$ cat src/rtl/sa_operand_streamer.sv
// Operand streamer feeding A/B lanes of a systolic array from a small operand buffer.
// Define SA_STREAM_SKEW_EN to stagger lane n by n handshakes and drain the skew in FLUSH.
module sa_operand_streamer #(
  parameter int WIDTH = 8,
  parameter int HPE   = 4,
  parameter int VPE   = 4,
  parameter int DEPTH = 16
) (
  input  logic                       CLK,
  input  logic                       RST,
  input  logic                       wr_en,
  input  logic [$clog2(DEPTH)-1:0]   wr_addr,
  input  logic [2*WIDTH-1:0]         wr_data,
  input  logic                       start,
  input  logic [15:0]                num_beats,
  input  logic                       out_ready,
  output logic                       out_valid,
  output logic [WIDTH*HPE-1:0]       AA,
  output logic [WIDTH*VPE-1:0]       BB,
  output logic                       busy,
  output logic                       done
);

  localparam int AW   = $clog2(DEPTH);
  localparam int STEP = (HPE > VPE) ? HPE : VPE;
  localparam int FW   = $clog2(STEP + 1);
  localparam logic [AW-1:0] STEP_A = AW'(STEP);

  typedef enum logic [1:0] {IDLE, RUN, FLUSH} state_t;

  state_t              state_q, state_d;
  logic [AW-1:0]       rd_ptr_q, rd_ptr_d;
  logic [15:0]         beats_left_q, beats_left_d;
  logic                out_valid_q, out_valid_d;
  logic                busy_q, busy_d;
  logic                done_q, done_d;
  logic [WIDTH-1:0]    aa_q [HPE];
  logic [WIDTH-1:0]    aa_d [HPE];
  logic [WIDTH-1:0]    bb_q [VPE];
  logic [WIDTH-1:0]    bb_d [VPE];
  logic [2*WIDTH-1:0]  mem_q [DEPTH];

  logic                wr_fire;
  logic                hs;
  logic                load;
  logic                zero_raw;
  logic                clear_hist;
  logic [AW-1:0]       src_base;
  logic [WIDTH-1:0]    raw_a [HPE];
  logic [WIDTH-1:0]    raw_b [VPE];

`ifdef SA_STREAM_SKEW_EN
  logic [FW-1:0]       flush_cnt_q, flush_cnt_d;
  logic [WIDTH-1:0]    hist_a_q [HPE][HPE];
  logic [WIDTH-1:0]    hist_a_d [HPE][HPE];
  logic [WIDTH-1:0]    hist_b_q [VPE][VPE];
  logic [WIDTH-1:0]    hist_b_d [VPE][VPE];
`endif

  assign wr_fire = wr_en && (state_q == IDLE) && !RST;
  assign hs      = out_valid_q && out_ready;

  always_comb begin
    state_d      = state_q;
    rd_ptr_d     = rd_ptr_q;
    beats_left_d = beats_left_q;
    out_valid_d  = out_valid_q;
    done_d       = 1'b0;
    load         = 1'b0;
    zero_raw     = 1'b0;
    clear_hist   = 1'b0;
    src_base     = rd_ptr_q + STEP_A;
`ifdef SA_STREAM_SKEW_EN
    flush_cnt_d  = flush_cnt_q;
`endif
    unique case (state_q)
      IDLE: begin
        if (start) begin
          beats_left_d = num_beats;
          rd_ptr_d     = '0;
          clear_hist   = 1'b1;
          if (num_beats == 16'd0) begin
            done_d = 1'b1;
          end else begin
            state_d     = RUN;
            out_valid_d = 1'b1;
            load        = 1'b1;
            src_base    = '0;
          end
        end
      end
      RUN: begin
        if (hs) begin
          beats_left_d = beats_left_q - 16'd1;
          rd_ptr_d     = rd_ptr_q + STEP_A;
          if (beats_left_q == 16'd1) begin
`ifdef SA_STREAM_SKEW_EN
            if (STEP > 1) begin
              state_d     = FLUSH;
              flush_cnt_d = FW'(STEP - 1);
              load        = 1'b1;
              zero_raw    = 1'b1;
            end else begin
              state_d     = IDLE;
              out_valid_d = 1'b0;
              done_d      = 1'b1;
            end
`else
            state_d     = IDLE;
            out_valid_d = 1'b0;
            done_d      = 1'b1;
`endif
          end else begin
            load = 1'b1;
          end
        end
      end
      FLUSH: begin
`ifdef SA_STREAM_SKEW_EN
        // Zeros enter the skew chains until the deepest lane has emitted its last operand.
        if (hs) begin
          if (flush_cnt_q == FW'(1)) begin
            state_d     = IDLE;
            out_valid_d = 1'b0;
            done_d      = 1'b1;
          end else begin
            flush_cnt_d = flush_cnt_q - FW'(1);
            load        = 1'b1;
            zero_raw    = 1'b1;
          end
        end
`else
        state_d     = IDLE;
        out_valid_d = 1'b0;
`endif
      end
      default: begin
        state_d     = IDLE;
        out_valid_d = 1'b0;
      end
    endcase
    busy_d = (state_d != IDLE);
  end

  // Operand fetch; a write in the same IDLE cycle as start is forwarded to the first beat.
  always_comb begin
    logic [AW-1:0]      addr;
    logic [2*WIDTH-1:0] ent;
    addr = '0;
    ent  = '0;
    for (int n = 0; n < HPE; n++) begin
      addr = src_base + AW'(n);
      ent  = mem_q[addr];
      if (wr_fire && (wr_addr == addr)) ent = wr_data;
      raw_a[n] = zero_raw ? '0 : ent[2*WIDTH-1:WIDTH];
    end
    for (int m = 0; m < VPE; m++) begin
      addr = src_base + AW'(m);
      ent  = mem_q[addr];
      if (wr_fire && (wr_addr == addr)) ent = wr_data;
      raw_b[m] = zero_raw ? '0 : ent[WIDTH-1:0];
    end
  end

  always_comb begin
    aa_d = aa_q;
    bb_d = bb_q;
`ifdef SA_STREAM_SKEW_EN
    hist_a_d = hist_a_q;
    hist_b_d = hist_b_q;
    if (clear_hist) begin
      for (int n = 0; n < HPE; n++)
        for (int j = 0; j < HPE; j++) hist_a_d[n][j] = '0;
      for (int m = 0; m < VPE; m++)
        for (int j = 0; j < VPE; j++) hist_b_d[m][j] = '0;
    end
    // Lane n shows the raw operand from n beats ago; history shifts on every new beat.
    if (load) begin
      for (int n = 0; n < HPE; n++) begin
        if (n == 0) aa_d[n] = raw_a[n];
        else        aa_d[n] = clear_hist ? '0 : hist_a_q[n][(n > 0) ? n - 1 : 0];
        hist_a_d[n][0] = raw_a[n];
        for (int j = 1; j < HPE; j++) hist_a_d[n][j] = clear_hist ? '0 : hist_a_q[n][j-1];
      end
      for (int m = 0; m < VPE; m++) begin
        if (m == 0) bb_d[m] = raw_b[m];
        else        bb_d[m] = clear_hist ? '0 : hist_b_q[m][(m > 0) ? m - 1 : 0];
        hist_b_d[m][0] = raw_b[m];
        for (int j = 1; j < VPE; j++) hist_b_d[m][j] = clear_hist ? '0 : hist_b_q[m][j-1];
      end
    end
`else
    if (load) begin
      for (int n = 0; n < HPE; n++) aa_d[n] = raw_a[n];
      for (int m = 0; m < VPE; m++) bb_d[m] = raw_b[m];
    end
`endif
  end

  always_ff @(posedge CLK) begin
    if (RST) begin
      state_q      <= IDLE;
      rd_ptr_q     <= '0;
      beats_left_q <= '0;
      out_valid_q  <= 1'b0;
      busy_q       <= 1'b0;
      done_q       <= 1'b0;
      for (int n = 0; n < HPE; n++) aa_q[n] <= '0;
      for (int m = 0; m < VPE; m++) bb_q[m] <= '0;
`ifdef SA_STREAM_SKEW_EN
      flush_cnt_q  <= '0;
      for (int n = 0; n < HPE; n++)
        for (int j = 0; j < HPE; j++) hist_a_q[n][j] <= '0;
      for (int m = 0; m < VPE; m++)
        for (int j = 0; j < VPE; j++) hist_b_q[m][j] <= '0;
`endif
    end else begin
      state_q      <= state_d;
      rd_ptr_q     <= rd_ptr_d;
      beats_left_q <= beats_left_d;
      out_valid_q  <= out_valid_d;
      busy_q       <= busy_d;
      done_q       <= done_d;
      aa_q         <= aa_d;
      bb_q         <= bb_d;
`ifdef SA_STREAM_SKEW_EN
      flush_cnt_q  <= flush_cnt_d;
      hist_a_q     <= hist_a_d;
      hist_b_q     <= hist_b_d;
`endif
    end
    if (wr_fire) mem_q[wr_addr] <= wr_data;
  end

  for (genvar n = 0; n < HPE; n++) begin : g_aa
    assign AA[n*WIDTH +: WIDTH] = aa_q[n];
  end
  for (genvar m = 0; m < VPE; m++) begin : g_bb
    assign BB[m*WIDTH +: WIDTH] = bb_q[m];
  end

  assign out_valid = out_valid_q;
  assign busy      = busy_q;
  assign done      = done_q;

endmodule

$ cat config.mk
export PLATFORM = sky130hd
export DESIGN_NAME = sa_operand_streamer
export DESIGN_NICKNAME = d
export VERILOG_FILES = /design/src/rtl/sa_operand_streamer.sv
export SDC_FILE = /design/constraint.sdc
export NUM_CORES = 1
export LEC_CHECK = 0
export CAP_MARGIN = 20
export CORE_AREA = 2 2 158 160
export CTS_CLUSTER_SIZE = 8
export DETAILED_ROUTE_END_ITERATION = 8
export DIE_AREA = 0 0 160 162
export MAX_ROUTING_LAYER = met4
export PLACE_DENSITY_LB_ADDON = 0.2
export SLEW_MARGIN = 20
export SYNTH_ARGS = -nofsm -noshare
export SYNTH_HDL_FRONTEND = slang
export SYNTH_SLANG_ARGS = --single-unit
$ cat constraint.sdc
create_clock -name CLK -period 3.8 [get_ports CLK]
set_clock_uncertainty 0.15 [all_clocks]
set_input_delay 0.38 -clock CLK [delete_from_list [all_inputs] [get_ports CLK]]
set_output_delay 0.38 -clock CLK [all_outputs]
set_load 0.005 [all_outputs]
==> flow_metrics.env, run 1 <==
export IMPL_placed_area_um2=15500
export IMPL_setup_viol=0
export IMPL_start_util_pct=57.2
export IMPL_cts_tree="done"
export IMPL_drt_initial_drc_count=1139
export IMPL_hold_buffers=0
export IMPL_end_kind="register"
export IMPL_cp_common_cell="buf_4"
export IMPL_chipWidth_um=160
export IMPL_h_tree_depth=2
export IMPL_synth_warnings=0
export IMPL_power_density_nw_per_um2=514
export IMPL_fin_area_um2=16800
export IMPL_wirelength_um=34800
export IMPL_synth_edff_count=256
export IMPL_overflow=0
export IMPL_synth_distinct_cells=48
export IMPL_maxCapViolCount=0
export IMPL_hold_viol=0
export IMPL_max_freq_mhz=318
export IMPL_syn_to_final_growth_pct=22.1
export IMPL_cp_arrival_ns=3.38
export IMPL_final_util_pct=69.9
export IMPL_drtPass1Iterations=8
export IMPL_finalCriticalPeriod_ns=3.14
export IMPL_critPathLaunch="state_q[0]$_SDFF_PP0_"
export IMPL_preCtsSetupSlack_ns=0.195
export IMPL_synth_seq_cells=343
export IMPL_slowest_stage="o22ai_2"
export IMPL_placed_cells=1442
export IMPL_crit_path_start_kind="register"
export IMPL_yosysTopAreaCellShare_pct=55.7
export IMPL_io_buffer_count=107
export IMPL_finish_net_count=1212
export IMPL_antenna_found_initial=1
export IMPL_gp_congestion=0.882
export IMPL_reg2reg_slack_ns=0.66
export IMPL_rsz0062_at_grt="no"
export IMPL_dieArea_um2=25900
export IMPL_fin_cells=1525
export IMPL_antenna_left=0
export IMPL_cts_setup_buffers=0
export IMPL_cts_buffer_depth=3
export IMPL_cts_root_buf="clkbuf_16"
export IMPL_setup_ws_ns=0.658
export IMPL_finalSetupTns_ns=0
export IMPL_syn_instance_count=1022
export IMPL_synth_avg_cell_area_um2=13.5
export IMPL_synth_area_um2=13800
export IMPL_drt_vias_per_instance=6.12
export IMPL_vias=9339
export IMPL_io_pins=108
export IMPL_crit_fanout=22
export IMPL_max_stage_delay_ns=0.83
export IMPL_grt_pass1_vias=9120
export IMPL_hp_class="primary input to register"
export IMPL_dieHeight_um=162
export IMPL_cts_clk_slew_worst_paths_ns=0.05
export IMPL_fp_coreArea_um2=24100
export IMPL_grt_max_degree=65
export IMPL_cp_required_ns=4.04
export IMPL_yosys_area_top_type="edfxtp_1"
export IMPL_r2r_start="state_q[0]$_SDFF_PP0_"
export IMPL_yosys_top_cells_area="edfxtp_1, dfxtp_1, mux2_2, mux2i_1, o221ai_1"
export IMPL_finalCritPeriodShare_pct=82.7
export IMPL_drive_gt1_share_pct=15.6
export IMPL_critical_path_class="register to register"
export IMPL_row_count=57
export IMPL_reg2reg_depth=8
export IMPL_grt_usage_pct=27.5
export IMPL_tightestPinTransition_ns=0.967
export IMPL_insertion_delay_ns=0.54
export IMPL_route_detailed_drc=0
export IMPL_status="finished clean"
export IMPL_slew_headroom_pct=35.5
export IMPL_r2r_end="BB[4]$_SDFFE_PP0P_"
export IMPL_hpwl_um=20800
export IMPL_ys_flop_type="edfxtp_1"
export IMPL_drv_slew=0
export IMPL_cellLeakagePower_nw=5.72
export IMPL_path_cells="nor4b_1 -> buf_4 -> nor2b_1 -> nand2b_1 -> o22ai_2 -> buf_4 -> a211o_1 -> o21ai_1"
export IMPL_routedWlPerCell_um=22.8
export IMPL_cts_sinks=343
export IMPL_cts_resized=0
export IMPL_seq_area_frac_synth_pct=68.3
export IMPL_peakVddDrop_mv=0.360
export IMPL_critical_path_endpoint="BB[4]$_SDFFE_PP0P_"
export IMPL_cts_buffers=48
export IMPL_async_reset_ff_share_pct=0
export IMPL_grt_pass1_wl_um=52600
## power by group
part | internal (mW) | switching (mW) | leakage, nW
clock | 2.37 | 1.45 | 0.643
sequential | 4.09 | 0.0457 | 3.01
combinational | 0.309 | 0.385 | 2.07
total | 6.77 | 1.89 | 5.72
## metal layers
metal | GRT usage, % | wire [um] | up-vias
met5 | - | 0 | -
met4 | 8.48 | 877 | 0
met3 | 5.01 | 2920 | 67
met2 | 43.4 | 16700 | 450
met1 | 36.9 | 14300 | 4592
li1 | - | - | 4230
## cells in the final DEF, fill, tap and decap left out, types with 18 or more instances in the layout
cell / instances
clkbuf_1: 33
clkbuf_16: 49
o22ai_1: 18
o221ai_1: 48
nor2_1: 93
a21oi_1: 75
nand2_1: 77
edfxtp_1: 256
clkdlybuf4s50_1: 107
mux2i_1: 48
nand2b_1: 23
dfxtp_1: 86
mux2_2: 65
buf_4: 52
## synthesized netlist by cell type, drive strengths merged, types with 7 or more instances
library cell and instances:
a211o 16, a211oi 7, a21oi 75, a32oi 16
buf 20, clkbuf 48, dfxtp 87, edfxtp 256
mux2 65, mux2i 48, nand2 80, nand2b 23
nand3 7, nor2 94, nor3 15, o21ai 32
o221ai 48, o22ai 19, o31ai 17
## logic make-up (layout without fill, tap and decap cells)
| kind of cell | after synthesis | in the layout | synth area share [%] |
|---|---|---|---|
| compound gates | 240 | 240 | 11.7 |
| xor+xnor | 4 | 4 | 0.354 |
| mux | 113 | 113 | 8.79 |
| other cells | 1 | 3 | 0.0272 |
| simple gates | 246 | 246 | 8.15 |
| flops | 343 | 343 | 68.3 |
| fa+ha+maj | 3 | 3 | 0.272 |
| buf+inv | 72 | 249 | 2.38 |
## worst min path at each step
stage | startpoint | endpoint | slack, ns | cells past startpoint
final | num_beats[0] | beats_left_q[0]$_SDFFE_PP0P_ | 0.30 | 3
after floorplan | beats_left_q[6]$_SDFFE_PP0P_ | beats_left_q[6]$_SDFFE_PP0P_ | 0.30 | 2
after global placement | AA[12]$_SDFFE_PP0P_ | AA[12]$_SDFFE_PP0P_ | 0.29 | 2
after global routing | num_beats[0] | beats_left_q[0]$_SDFFE_PP0P_ | 0.32 | 3
after CTS | num_beats[0] | beats_left_q[0]$_SDFFE_PP0P_ | 0.29 | 3
after detailed placement | AA[11]$_SDFFE_PP0P_ | AA[11]$_SDFFE_PP0P_ | 0.30 | 2
## layout make-up
class	count	area (um2)
repair buffers	163	1540
multi-input cells	608	4100
inverters	4	15.0
clock buffers	82	1350
fillers	1700	7260
well taps	324	405
flip-flops and latches	343	9430
diodes	1	2.50
## state kept, by name (all words and copies together) (netlist names)
register / flops
mem_q: 256
AA: 32
BB: 32
beats_left_q: 16
rd_ptr_q: 2
state_q: 2
busy: 1
done: 1
out_valid: 1
## through the flow
step	total power, mW	hold WS (ns)
5_1_grt	8.91	0.323
3_3_place_gp	4.88	0.292
3_5_place_dp	4.89	0.297
6_report	8.66	0.301
4_1_cts	8.69	0.286
2_1_floorplan	4.56	0.299
## critical path, delay by kind of cell (launching register included)
| kind | cells | cell delay, ns |
|---|---|---|
| AO/OA/AOI/OAI | 3 | 1.04 |
| AND/OR/NAND/NOR | 3 | 0.90 |
| buffers and inverters | 2 | 0.53 |
| flip-flops | 1 | 0.37 |
Note: power is estimated with default switching activity, not from simulation.
==> run 2, diff against run 1 <==
Clock period 3.8 ns to 3.2 ns, I/O delays scaled along.
==> run 2 against run 1 <==
- register-to-register slack worse by 0.09 ns
- critical endpoint is now AA[31]$_SDFFE_PP0P_
- core utilization grew 0.74 points
- clock power is 19% higher
- sequential power increased by 19%
- die area unchanged
- count of clock-buffer cells in the layout grew 4
- critical path depth grew 3
- design area rose by 1.1%
- final cell count rose by 1.3%
- worst hold slack improved by 0.022 ns
- sequential cell count is the same
==> flow_metrics.env, run 2 (synthesized netlist as in run 1, its figures left out) <==
export IMPL_status="finished clean"
export IMPL_vias=9456
export IMPL_cp_arrival_ns=3.15
export IMPL_layout_commonest_cell="edfxtp_1"
export IMPL_insertion_delay_ns=0.53
export IMPL_finish_net_count=1227
export IMPL_tightestPinTransition_ns=0.897
export IMPL_drt_initial_drc_count=836
export IMPL_slew_headroom_pct=40.2
export IMPL_path_cells="clkdlybuf4s50_1 -> nor4_1 -> nand4_1 -> nand2_1 -> nand2b_1 -> inv_1 -> ha_4 -> buf_12 -> mux2_2 -> a21oi_1 -> o221ai_1"
export IMPL_cts_tree="done"
export IMPL_top_register="mem_q"
export IMPL_io_buffer_count=107
export IMPL_chipWidth_um=160
export IMPL_placed_cells=1457
export IMPL_crit_family="simple AND/OR/NAND/NOR gates"
export IMPL_max_freq_mhz=345
export IMPL_setup_viol=0
export IMPL_maxCapViolCount=0
export IMPL_drive_gt1_share_pct=16.6
export IMPL_layout_common_cells="edfxtp_1, clkdlybuf4s50_1, nor2_1, dfxtp_1, nand2_1"
export IMPL_fp_coreArea_um2=24100
export IMPL_cts_buffers=48
export IMPL_dieHeight_um=162
export IMPL_row_count=57
export IMPL_slowest_stage="clkdlybuf4s50_1"
export IMPL_syn_to_final_growth_pct=23.4
export IMPL_fin_cells=1545
export IMPL_peakVddDrop_mv=0.393
export IMPL_end_kind="register"
export IMPL_routedWlPerCell_um=23.1
export IMPL_nFillCells=1668
export IMPL_cp_required_ns=3.45
export IMPL_finalCriticalPeriod_ns=2.90
export IMPL_cts_buffer_depth=3
export IMPL_whs_ns=0.323
export IMPL_path_buf_inv=3
export IMPL_cts_sinks=343
export IMPL_grt_pass1_vias=9147
export IMPL_rsz0062_at_grt="no"
export IMPL_cts_root_buf="clkbuf_16"
export IMPL_start_util_pct=57.2
export IMPL_route_detailed_drc=0
export IMPL_critical_path_class="primary input to register"
export IMPL_antenna_left=0
export IMPL_io_pins=108
export IMPL_antenna_cells=0
export IMPL_crit_fanout=33
export IMPL_grt_usage_pct=28.4
export IMPL_crit_path_start_kind="primary input"
export IMPL_finalSetupTns_ns=0
export IMPL_h_tree_depth=2
export IMPL_max_stage_delay_ns=0.43
export IMPL_cellLeakagePower_nw=5.82
export IMPL_drtPass1Iterations=7
export IMPL_setup_ws_ns=0.300
export IMPL_grt_pass1_wl_um=54300
export IMPL_dieArea_um2=25900
export IMPL_overflow=0
export IMPL_largest_reg_flops=256
export IMPL_gp_congestion=0.894
export IMPL_wirelength_um=35700
export IMPL_hp_class="register to register"
export IMPL_grt_max_degree=97
export IMPL_hpwl_um=22500
export IMPL_preCtsSetupSlack_ns=-0.235
export IMPL_drt_vias_per_instance=6.12
export IMPL_cts_clk_slew_worst_paths_ns=0.05
export IMPL_power_density_nw_per_um2=608
export IMPL_antenna_found_initial=1
export IMPL_finalCritPeriodShare_pct=90.6
export IMPL_hold_viol=0
export IMPL_drv_slew=0
==> run 2: repair_timing <==
item                                    4_1_cts  5_1_grt
hold buffers                                  0        0
resized for setup                             0        1
endpoints found under the setup margin        0       24
setup buffers                                 0        0
==> run 2: power breakdown <==
| group | internal [mW] | total, mW | leakage [nW] | switching (mW) |
|---|---|---|---|---|
| sequential | 4.86 | 4.92 | 3.01 | 0.0644 |
| combinational | 0.386 | 0.868 | 2.16 | 0.482 |
| clock | 2.80 | 4.56 | 0.648 | 1.76 |
| total | 8.05 | 10.3 | 5.82 | 2.30 |
==> run 2: layout make-up <==
| type | instances | area (um2) | area share, % |
|---|---|---|---|
| flip-flops and latches | 343 | 9430 | 55.4 |
| repair buffers | 178 | 1700 | 10.0 |
| inverters | 4 | 15.0 | 0.0882 |
| clock inverters | 2 | 25.0 | 0.147 |
| clock buffers | 86 | 1340 | 7.89 |
| multi-input cells | 608 | 4100 | 24.1 |
| well taps | 324 | 405 | 2.38 |
==> run 2: worst paths after layout <==
path / from / to / slack, ns / cells after the start
setup reg to reg: state_q[1]$_SDFF_PP0_ / BB[7]$_SDFFE_PP0P_ / 0.57 / 8
hold reg to reg: BB[17]$_SDFFE_PP0P_ / BB[17]$_SDFFE_PP0P_ / 0.32 / 2
hold / removal: BB[17]$_SDFFE_PP0P_ / BB[17]$_SDFFE_PP0P_ / 0.32 / 2
setup / recovery: num_beats[0] / AA[31]$_SDFFE_PP0P_ / 0.30 / 11
==> run 2: metrics by stage <==
stage	area (um2)	utilization, %	power [mW]
3_5_place_dp	15700	64.9	5.86
5_1_grt	17000	70.6	10.7
2_1_floorplan	13800	-	5.42
4_1_cts	17000	70.6	10.4
3_3_place_gp	15700	64.9	5.84
6_report	17000	70.6	10.3
==> run 2: metal layers <==
metal	vias up	routed length, um	track usage [%]
li1	4274	-	-
met1	4682	15000	38.7
met2	432	16500	42.8
met3	68	2990	5.95
met4	0	1210	10.2
met5	-	0	-
==> run 2: worst reg2reg max path, cell delays in order (launching register included) <==
cell and delay (ns):
dfxtp_1 0.36, nor4b_1 0.31, buf_4 0.18, nor2b_1 0.28, nand2b_1 0.21, o22ai_2 0.57
buf_12 0.25, a211o_1 0.14, o21ai_1 0.06
==> RTL change: new RTL, settings of run 2 <==
`VPE`: 4 -> 16.
--- a/src/rtl/sa_operand_streamer.sv
+++ b/src/rtl/sa_operand_streamer.sv
@@ -4,5 +4,5 @@
   parameter int WIDTH = 8,
   parameter int HPE   = 4,
-  parameter int VPE   = 4,
+  parameter int VPE   = 16,
   parameter int DEPTH = 16
 ) (
Ports: changed (resized BB); port bits go from 108 to 204. No check against the original RTL was run, so the function may have changed too.
==> RTL change against run 2 <==
Synthesized cell count is 24% higher. First-iteration DRC count is 30% higher. Non-clock buffer count is 68 higher. Worst hold slack worse by 0.027 ns. Utilization is 5.8 points higher. Global-route usage is 0.98 points higher. Worst setup slack better by 0.082 ns. Wire length is 4.3% higher. Sequential cell count is 2 lower. Via count is 16% higher. Power is 0.72% higher. Cell area is 8.2% higher. Synthesized area is 6.0% higher. Critical path type is now reg -> reg.
==> RTL change: results (changes against run 2) <==
Parameter                              Value

Power and ir drop
  Total power divided by cell area ... 566 nW/µm² (-6.9%)
  Maximum VDD drop ... 0.378 mV (-4.0%)

Placement
  Count of port buffers added during placement ... 203 (+90%)
  Placed insts ... 1719 (+18%)
  Area after DPL ... 17000 µm² (+8.9%)
  GP Congestion ... 0.836 (-6.4%)

Yosys
  Most used standard cells in the synthesized netlist ... 181 x sky130_fd_sc_hd__dfxtp_1, 177 x sky130_fd_sc_hd__nor2_1, 176 x sky130_fd_sc_hd__a21oi_1
  Synth Area per Inst ... 11.5 µm² (-15%)
  Top cells by area, synth ... sky130_fd_sc_hd__edfxtp_1 33%, sky130_fd_sc_hd__dfxtp_1 25%, sky130_fd_sc_hd__mux2_2 10%, sky130_fd_sc_hd__a211oi_1 6.8%, sky130_fd_sc_hd__a21oi_1 6.0%
  Post-synth EDFFs ... 160 (-38%)
  Sequential area share after synthesis ... 0.576 (-0.107)
  Cell with the most instances after synthesis ... sky130_fd_sc_hd__dfxtp_1

Route
  Average vias per placed instance ... 6.06 (-1.1%)
  Drt pass-1 iters ... 5 (-2)
  Number of design-rule violations left by the first detailed-router iteration ... 1089 (+30%)

Finish
  Number of flip-flops in the largest register ... 160 (-38%)
  Number of nets in the layout ... 1488 (+21%)
  Fraction of final layout cells with drive strength greater than 1 ... 0.195 (+0.0289)

Run status
  Run status ... complete, no violations

GRT
  Maximum number of pins on one net before global-route repair ... 181 (+87%)
  Combined global-route utilization of all metal layers ... 0.294 (+0.00975)
  Global-route wire length before repair ... 59300 µm (+9.3%)

Critical path
  Max incr delay on CP ... 0.68 ns (+0.25 ns)
  Highest fanout seen on the critical path ... 11 (-67%)

Timing
  Pin slew with the least headroom to its limit ... 1.02 ns (+0.121 ns)
[RTL change: cell types whose count changed in the layout (fill, tap and decap cells not counted), moves of 33 or more]
cell and change:
sky130_fd_sc_hd__a211oi_1 +125, sky130_fd_sc_hd__a211oi_2 +33, sky130_fd_sc_hd__a21oi_1 +101, sky130_fd_sc_hd__buf_4 -33, sky130_fd_sc_hd__clkdlybuf4s50_1 +95, sky130_fd_sc_hd__dfxtp_1 +95, sky130_fd_sc_hd__edfxtp_1 -96, sky130_fd_sc_hd__mux2_2 +68
sky130_fd_sc_hd__mux2i_1 -48, sky130_fd_sc_hd__nand2_1 -64, sky130_fd_sc_hd__nor2_1 +84, sky130_fd_sc_hd__o221ai_1 -48
[RTL change: cell type report]
type                            instances  share of cell area
Sequential cell                       341               0.458
Multi-Input combinational cell        795               0.306
Timing Repair Buffer                  246               0.137
Clock buffer                           83              0.0735
Tap cell                              324              0.0220
Inverter                               13             0.00265
Clock inverter                          3             0.00115
[RTL change: critical path, delay by kind of cell, from the launching register on]
family,cells,cell delay [ns]
and+or+nand+nor,2,1.25
AOI/OAI and AO/OA,2,0.24
muxes,1,0.50
buffers and inverters,1,0.18
DFF,1,0.32
[RTL change: cells by family after synthesis]
group	count (synthesis)	share of synthesized area
flops	341	0.576
simple gates	254	0.0824
buf+inv	132	0.0393
compound gates	378	0.173
fa+ha+maj	2	0.00171
other cells	1	0.000256
mux	160	0.127
[RTL change: worst paths after layout]
check / start / slack, ns / depth (start not counted) / to
worst max-delay path: state_q[1] / 0.38 / 6 / BB[38]
worst min-delay path: RST / 0.30 / 3 / BB[97]
worst max register to register: state_q[1] / 0.38 / 6 / BB[38]
worst min register to register: beats_left_q[13] / 0.35 / 2 / beats_left_q[13]
[RTL change: layer usage]
| metal | up-vias | part of all wire | track usage |
|---|---|---|---|
| met3 | 63 | 0.062 | 0.0490 |
| met2 | 404 | 0.49 | 0.460 |
| met5 | - | 0 | - |
| li1 | 5077 | - | - |
| met4 | 0 | 0.021 | 0.0925 |
| met1 | 5387 | 0.43 | 0.396 |
[RTL change: power by group]
group	switching, mW	total [mW]	internal [mW]
logic	0.493	0.969	0.475
registers	0.109	4.84	4.73
clock network	1.78	4.62	2.84
